<file path="config.mk">
export PLATFORM = sky130hd
export DESIGN_NAME = riego_ctrl
export DESIGN_NICKNAME = d
export VERILOG_FILES = /design/src/rtl/riego_pkg.sv /design/src/rtl/pulso_seg.sv /design/src/rtl/riego_ctrl.sv
export SDC_FILE = /design/constraint.sdc
export NUM_CORES = 1
export LEC_CHECK = 0
export BUFFER_PORTS_ARGS = -buffer_cell sky130_fd_sc_hd__buf_2
export CAP_MARGIN = 20
export CORE_UTILIZATION = 30
export CTS_BUF_LIST = sky130_fd_sc_hd__clkbuf_16
export CTS_CLUSTER_SIZE = 16
export DETAILED_ROUTE_END_ITERATION = 16
export GPL_ROUTABILITY_DRIVEN = 1
export SETUP_SLACK_MARGIN = 0.5
export SYNTH_ARGS = -nofsm -noshare
export SYNTH_HDL_FRONTEND = slang
export SYNTH_SLANG_ARGS = --single-unit
</file>
<file path="constraint.sdc">
create_clock -name clk -period 5.59 [get_ports clk]
set_input_delay 1.677 -clock clk [delete_from_list [all_inputs] [get_ports clk]]
set_output_delay 1.677 -clock clk [all_outputs]
set_load 0.05 [all_outputs]
</file>
<file path="src/rtl/riego_pkg.sv">
// riego_pkg: shared states, per-plant thresholds and stop-level helpers for the irrigation controller.
package riego_pkg;
  typedef enum logic [1:0] {IDLE = 2'd0, RIEGO = 2'd1, ESPERA = 2'd2, FALLO = 2'd3} estado_t;
  localparam logic [11:0] UMBRAL [8] = '{12'd1200, 12'd1500, 12'd1800, 12'd2100,
                                        12'd2400, 12'd2700, 12'd3000, 12'd3300};
  function automatic logic [11:0] umbral_de(input logic [3:0] tipo);
    return tipo[3] ? 12'd0 : UMBRAL[tipo[2:0]];
  endfunction
  function automatic logic [11:0] tope(input logic [11:0] u, input logic [11:0] h);
    logic [12:0] s;
    s = {1'b0, u} + {1'b0, h};
    return s[12] ? 12'hfff : s[11:0];
  endfunction
endpackage

</file>
<file path="src/rtl/pulso_seg.sv">
// pulso_seg: CLK_HZ prescaler giving a one-cycle tick per second, restartable by clr.
module pulso_seg #(
  parameter int CLK_HZ = 50_000_000
) (
  input  logic clk,
  input  logic rst,
  input  logic clr,
  output logic tick
);
  localparam int W = CLK_HZ > 1 ? $clog2(CLK_HZ) : 1;
  logic [W-1:0] cnt;
  assign tick = cnt == W'(CLK_HZ - 1);
  always_ff @(posedge clk or posedge rst)
    if (rst) cnt <= '0;
    else if (clr || tick) cnt <= '0;
    else cnt <= cnt + 1'b1;
endmodule

</file>
<file path="src/rtl/riego_ctrl.sv">
// riego_ctrl: pump controller with timed watering, soak and fault lockout driven by decoded humidity frames.
module riego_ctrl
  import riego_pkg::*;
#(
  parameter int CLK_HZ      = 50_000_000,
  parameter int RIEGO_MAX_S = 30,
  parameter int ESPERA_S    = 60,
  parameter int DATO_TO_S   = 5,
  parameter int HIST        = 100,
  parameter int MAX_REINT   = 3
) (
  input  logic        clk,
  input  logic        rst,
  input  logic        listo,
  input  logic [11:0] humedad,
  input  logic [3:0]  tipoPlanta,
  input  logic        MODbomba,
  output logic        activarB,
  output logic        regar,
  output logic [1:0]  estado,
  output logic [1:0]  reintentos
);
  localparam int GAP = DATO_TO_S * CLK_HZ;
  localparam int GW  = $clog2(GAP + 1);
  estado_t st, st_n;
  logic [7:0] seg;
  logic [GW-1:0] gap;
  logic [11:0] umb, umb_n, u_in, stop;
  logic [1:0] rei, rei_n, rei_inc;
  logic tick, clr, regar_n, fin_max, fin_esp, fin_dato;
  pulso_seg #(.CLK_HZ(CLK_HZ)) u_seg (.clk(clk), .rst(rst), .clr(clr), .tick(tick));
  assign u_in     = umbral_de(tipoPlanta);
  assign stop     = tope(umb, 12'(HIST));
  assign clr      = st_n != st;
  assign fin_max  = tick && seg == 8'(RIEGO_MAX_S - 1);
  assign fin_esp  = tick && seg == 8'(ESPERA_S - 1);
  assign fin_dato = !listo && gap == GW'(GAP - 1);
  assign rei_inc  = rei == 2'(MAX_REINT) ? rei : rei + 2'd1;
  assign estado   = st;
  assign reintentos = rei;
  always_comb begin
    st_n = st;
    umb_n = umb;
    rei_n = rei;
    regar_n = regar;
    unique case (st)
      IDLE:
        if (listo) begin
          if (humedad < u_in) begin
            if (MODbomba) begin
              st_n = RIEGO;
              umb_n = u_in;
            end else regar_n = 1'b1;
          end else regar_n = 1'b0;
        end
      RIEGO:
        if (!MODbomba) st_n = IDLE;
        else if (listo && humedad >= stop) begin
          st_n = ESPERA;
          rei_n = '0;
        end else if (fin_max || fin_dato) begin
          rei_n = rei_inc;
          st_n = rei_inc == 2'(MAX_REINT) ? FALLO : ESPERA;
        end
      ESPERA: st_n = fin_esp ? IDLE : ESPERA;
      FALLO:  regar_n = 1'b1;
    endcase
  end
  always_ff @(posedge clk or posedge rst)
    if (rst) begin
      st <= IDLE;
      umb <= '0;
      rei <= '0;
      activarB <= 1'b0;
      regar <= 1'b0;
      seg <= '0;
      gap <= '0;
    end else begin
      st <= st_n;
      umb <= umb_n;
      rei <= rei_n;
      activarB <= st_n == RIEGO;
      regar <= regar_n || st_n == FALLO;
      seg <= clr ? '0 : tick ? seg + 8'd1 : seg;
      gap <= (clr || listo) ? '0 : gap + 1'b1;
    end
endmodule

</file>
# ---- Word-level counts from Yosys, hierarchy flattened
# Memories as Yosys holds them, arrays and structs flattened.
# Index checks and enable logic that the tools add are counted.
dict set report totals {
  reg_bits 80
  n_memories 1
  romBits 96
  elab_cells 68
  out_inout_bits 6
  in_bits 20
}
# name depth width read_ports rd_clocked_by_memory_dff wr line
set mem_list {}
lappend mem_list {{(name not given)} 8 12 1 0 0 riego_pkg.sv:7} ;# return tipo[3] ? 12'd0 : UMBRAL[tipo[2:0]];
dict set report classes {
  mux 24
  addsub 5
  eq_ne 12
  reduce_logical 14
  n_bitwise 1
  n_lt_le_gt_ge 3
}
# op count
set ops {}
lappend ops {{two-way mux 12 bit} 4}
lappend ops {{adder 28 x 1 -> 28 bit, second input constant} 1}
lappend ops {{equality test 28 bit, second input constant} 1}
lappend ops {{two-way mux 28 bit} 1}
lappend ops {{adder 26 x 1 -> 26 bit, second input constant} 1}
lappend ops {{equality test 26 bit, second input constant} 1}
lappend ops {{two-way mux 26 bit} 1}
lappend ops {{two-way mux 2 bit} 10}
lappend ops {{two-way mux 8 bit} 2}
lappend ops {{adder 12 x 7 -> 13 bit, second input constant} 1}
lappend ops {{greater-or-equal comparator 12 bit} 1}
lappend ops {{< comparator 12 bit} 1}
lappend ops {{equality test 2 bit, second input constant} 5}
lappend ops {{adder 8 x 1 -> 8 bit, second input constant} 1}
lappend ops {{equality test 8 x 5 -> 1 bit, second input constant} 1}
lappend ops {{equality test 8 x 6 -> 1 bit, second input constant} 1}
lappend ops {{one-hot mux 2 bit (3 select lines)} 1}
lappend ops {{equality test 2 x 1 -> 1 bit, second input constant} 2}
lappend ops {{greater-or-equal comparator 4 bit, second input constant} 1}
lappend ops {{logical AND 1 bit} 4}
lappend ops {{logical OR 1 bit} 4}
lappend ops {{two-way mux 1 bit} 4}
lappend ops {{inverter 3 -> 4 bit} 1}
lappend ops {{AND reduction 4 bit} 1}
lappend ops {{7 further kinds} 8}

# ---- Depth between registers and ports, before layout
dict set report logic_depth {
  depth_word 12
  ltp_mapped 16
  ltp_nobuf 15
}

# ---- Modules after synthesis
# From an unflattened synthesis, not the netlist that was laid out.
dict set report unflattened {
  hier_cells 542
  area_unflattened_um2 4963.5
}
# module area_each_um2 cells_each seq_area_each_um2 n_inst
set by_module_without_submodules {}
lappend by_module_without_submodules {riego_ctrl 3607.2 399 1301.2 1}
lappend by_module_without_submodules {pulso_seg 1356.3 143 650.6 1}

# ---- Worst setup path after synthesis
# No wires, ideal clock.
dict set report synth_path {
  kind {input to register}
  from {input port tipoPlanta[0]}
  to {register umb[2]}
  setup_time_ns 0.125
  path_stages 11
  t_arrival_ns 4.276
  required_ns 5.465
  path_buffers 1
  slack_ns 1.189
  path_cell_list {inv_1 ha_1 mux2_2 nand2_1 ha_1 a21o_1 a21oi_1 o22ai_1 nor4_1 clkbuf_1 mux2_2}
}
dict set report synth_between {
  elab_chain_cells 7
}
# item line
set synth_rtl {}
lappend synth_rtl {{from (decl)} riego_ctrl.sv:16} ;# input logic [3:0] tipoPlanta,
lappend synth_rtl {{inverter 3 -> 4 bit (implied by the code) *} riego_pkg.sv:7}
lappend synth_rtl {{memory (8 x 12 bit) *} --}
lappend synth_rtl {{two-way mux 12 bit (implied by the code) * (2 in series)} riego_pkg.sv:7}
lappend synth_rtl {{two-way mux 12 bit *} riego_pkg.sv:7}
lappend synth_rtl {{< comparator 12 bit} riego_ctrl.sv:49} ;# if (humedad < u_in) begin
lappend synth_rtl {{AND reduction 4 bit (no line)} --}
lappend synth_rtl {{to (signal assigned)} riego_ctrl.sv:80} ;# umb <= umb_n;
lappend synth_rtl {{to (decl)} riego_ctrl.sv:28} ;# logic [11:0] umb, umb_n, u_in, stop;
# Every way passes the cells marked *; elsewhere a longest branch is shown, timed or not. The select of a mux whose other input is x is not followed.
# A chain may end at the register's enable or synchronous reset.

# ---- Worst setup path in the final report
dict set report layout_path {
  from {input port tipoPlanta[0]}
  to {register gap[12]}
}
dict set report layout_between {
  elab_chain_cells 12
}
# item line
set layout_rtl {}
lappend layout_rtl {{inverter 3 -> 4 bit (implied by the code)} riego_pkg.sv:7}
lappend layout_rtl {{memory (8 x 12 bit)} --}
lappend layout_rtl {{two-way mux 12 bit (implied by the code) (2 in series)} riego_pkg.sv:7}
lappend layout_rtl {{two-way mux 12 bit} riego_pkg.sv:7}
lappend layout_rtl {{< comparator 12 bit} riego_ctrl.sv:49}
lappend layout_rtl {{two-way mux 2 bit} riego_ctrl.sv:49}
lappend layout_rtl {{two-way mux 2 bit} riego_ctrl.sv:48} ;# if (listo) begin
lappend layout_rtl {{one-hot mux 2 bit (3 select lines)} riego_ctrl.sv:46} ;# unique case (st)
lappend layout_rtl {{!= test 2 bit} riego_ctrl.sv:34} ;# assign clr = st_n != st;
lappend layout_rtl {{logical OR 1 bit} riego_ctrl.sv:85} ;# gap <= (clr || listo) ? '0 : gap + 1'b1;
lappend layout_rtl {{two-way mux 28 bit} riego_ctrl.sv:85}
lappend layout_rtl {{to (signal assigned)} riego_ctrl.sv:85}
lappend layout_rtl {{to (decl)} riego_ctrl.sv:27} ;# logic [GW-1:0] gap;
# Every way passes these cells. The select of a mux whose other input is x is not followed.

==> results_dict.tcl <==
set metrics [dict create \
    syn_avg_cell_area_sq_um 9.53 \
    hold_buffers 0 \
    required_ps 5770 \
    hold_ws_ps 536 \
    coreArea_sq_um 16800 \
    outcome "complete, no violations" \
    slew-limit-headroom_pct 36.3 \
    fmax_mhz 226 \
    slowest_delay_ps 470 \
    synth_edf_count 0 \
    placedCellCount 778 \
    cp-end-kind "flip-flop" \
    rsz0062_at_grt "no" \
    worst_r2r_endpoint "gap[12]$_DFF_PP0_" \
    globalRouteTotalUtil_pct 13.6 \
    numPortBuffers 25 \
    reg2reg_slack_ps 1540 \
    clk_pin_slew_worst_paths_ps 60 \
    synth.area.top_cells "dfrtp_1 (37%), ha_1 (8.8%), nor4_2 (6.5%)" \
    netlist-cell-type-count 56 \
    hold_violations 0 \
    skew_ps 6.72 \
    htree_num_levels 3 \
    tightest_slew_ps 955 \
    final.min_clock_period_ps 4430 \
    final_cell_area_sq_um 5880 \
    critPathLaunchType "input pin" \
    numCtsBuffers 9 \
    fillCellCount 1731 \
    min_period_over_period_pct 79.2 \
    rows 47 \
    via_per_inst 5.14 \
    drtPass1Iterations 4 \
    crit_top_cell "ha_1" \
    worstPathMaxFanout 62 \
    power.density_nw_per_um2 290 \
    stdcell_count 794 \
    post_drt_wl_per_cell_um 14.4 \
    via_count 4078 \
    dieArea_sq_um 18000 \
    worst_path_max_delay_cell "o41a_1" \
    cts_tree "yes" \
    start_util_pct 31.1 \
    drt_iter0_drc 244 \
    arrival_ps 4600 \
    syn_area_sq_um 5230 \
    clock_path_buffers 2 \
    die_y_um 134 \
    async_reset_ff_share_pct 100 \
    drc 0 \
    crit_chain "buf_2, inv_1, ha_1, mux2_2, nand2_1, ha_1, a21o_1, a21oi_1, o22ai_1, o41a_1, nor4_4, buf_12, nor4_2" \
    worstHoldPathCells 1 \
    ys.flop_type "dfrtp_1" \
    drive_gt1_share_pct 14.6 \
    post-place-ws_ps 855 \
    grt_pass1_vias 4005 \
    ys_seq_area_share_pct 37.3 \
    rr_startpoint "umb[2]$_DFFE_PP0P_" \
    grt_max_degree 63 \
    io_pins 26 \
    final_nets 626 \
    hold_path_end "u_seg.cnt[0]$_DFF_PP0_" \
    postSynthRegisterBits 78 \
    die_x_um 134 \
    synthesis.nets 606 \
    antenna_found_initial 0 \
    syn2layout_area_growth_pct 12.3 \
    grt_pass1_wl_um 19900 \
    ir_worst_vdd_uv 123 \
    leakagePower_nw 2.43 \
    postCtsSetupBuffers 0 \
    routed_wl_um 11400 \
    yosysTopAreaCell "dfrtp_1" \
    worst_slack_ps 1160 \
    globalRouteOverflowTotal 0 \
    cts_sinks 78 \
    setup-violations-final 0 \
    synthCells 549 \
    place_congestion 0.823 \
    antennaDiodeCount 0 \
    reg2regPathDepth 14 \
    clkLatencyLatePin_ps 340 \
    yosysTopAreaCellShare_pct 37.3 \
    root_buffer "clkbuf_16" \
    setup_tns_ps 0 \
    cts.repair.resized 0 \
    cap_viol_max_count 0 \
    hold_start "u_seg.cnt[0]$_DFF_PP0_" \
    hp-class "flip-flop to flip-flop" \
    dpl_cell_area_sq_um 5590 \
    ant_nets 0 \
    dp_hpwl_um 8090 \
    slew_violations 0 \
    synth_warnings 0 \
    crit_type "input pin to flip-flop" \
]
-- flip-flops by register name (all words and copies together), names as in the netlist --
register,count
umb,10
reintentos,2
u_seg.cnt,26
seg,8
regar,1
gap,28
estado,2
activarB,1
-- power breakdown --
| part | switching, mW | internal [mW] |
|---|---|---|
| Combinational | 0.251 | 0.183 |
| Clock | 0.231 | 0.343 |
| Sequential | 0.0646 | 0.631 |
| Total | 0.547 | 1.16 |
-- metrics by stage --
stage	total power, mW	util, %
after floorplan	1.03	-
after global placement	1.12	33.2
after detailed placement	1.14	33.2
after CTS	1.73	34.9
after global routing	1.82	34.9
final	1.70	34.9
-- cell families after synthesis --
logic type / Yosys count / synth area share [%]
AND/OR/NAND/NOR: 261 / 30.2
flip-flops: 78 / 37.3
XOR/XNOR: 62 / 10.4
buffers and inverters: 53 / 4.52
AO/OA/AOI/OAI: 47 / 6.62
adder cells (fa/ha/maj): 37 / 8.85
multiplexers: 11 / 2.15
-- worst max-delay path by stage --
stage,depth (start not counted),startpoint,endpoint,slack (ps)
6_report,13,tipoPlanta[0],gap[12]$_DFF_PP0_,1160
5_1_grt,14,tipoPlanta[0],u_seg.cnt[0]$_DFF_PP0_,800
4_1_cts,13,tipoPlanta[0],gap[12]$_DFF_PP0_,1220
3_5_place_dp,13,tipoPlanta[0],gap[12]$_DFF_PP0_,860
3_3_place_gp,13,tipoPlanta[0],gap[1]$_DFF_PP0_,980
2_1_floorplan,11,tipoPlanta[0],umb[2]$_DFFE_PP0P_,1190
-- cell usage in the layout, fill, tap and decap left out, types with 2 or more instances in the layout --
cell       netlist  final
clkbuf_16        0      9
ha_1            37     37
inv_1           32     32
mux2_2           2      2
clkinv_2         0      2
and3_1          15     15
nand3_1         27     27
nor4bb_1         2      2
nor4b_1          2      2
clkinv_1         0      2
nand2_1         57     57
dfrtp_1         78     78
xnor2_1         34     34
a21oi_1         14     14
buf_4            3      3
a21o_1           3      3
or4bb_1          3      3
nor2_1          32     32
o211ai_1         3      3
nor2b_1          4      4
xor2_1          28     28
nor4_4           2      2
buf_12           0      2
or2_2            2      2
nor3_1          48     48
nand4_1         17     17
and4_1           3      3
or4_1            2      2
nor4_2          27     28
mux2i_1          9      9
buf_2            3     25
nor4_1           8      7
o21ai_0          9      9
and2_1           2      2
o31a_1           2      2
o21a_1           2      2
inv_6            0      2
-- synth_stat cells, types with 3 or more instances --
master,number
nor3_1,48
nor2b_1,4
buf_6,3
buf_4,3
and3_1,15
clkbuf_1,12
ha_1,37
dfrtp_1,78
or4bb_1,3
o211ai_1,3
buf_2,3
mux2i_1,9
a21oi_1,14
a21o_1,3
nor2_1,32
nor4_2,27
nand2_1,57
nand4_1,17
nand3_1,27
xnor2_1,34
inv_1,32
nor4_1,8
o21ai_0,9
and4_1,3
xor2_1,28
-- critical path: cells and delay by family --
kind                     cells  cell delay (ps)
AO/OA/AOI/OAI                4              940
adder cells (fa/ha/maj)      2              630
buffers and inverters        3              630
multiplexers                 1              280
AND/OR/NAND/NOR              3              410
-- per-layer routing --
layer	vias up	share of wire (%)	GRT usage [%]
met5	-	0	0
met4	0	2.1	5.37
met3	17	3.1	2.12
met2	71	47	21.5
met1	1982	48	18.7
li1	2008	-	-
-- final cells by class --
class | instances | area, sq um | share of cell area [%]
clock buffer | 9 | 225 | 3.83
sequential | 78 | 1950 | 33.2
multi-input combinational | 418 | 3050 | 51.9
clock inverter | 7 | 63.8 | 1.09
inverter | 32 | 121 | 2.07
timing repair buffer | 30 | 188 | 3.19
tap | 220 | 275 | 4.68
Power figures use the tool's default switching activity.
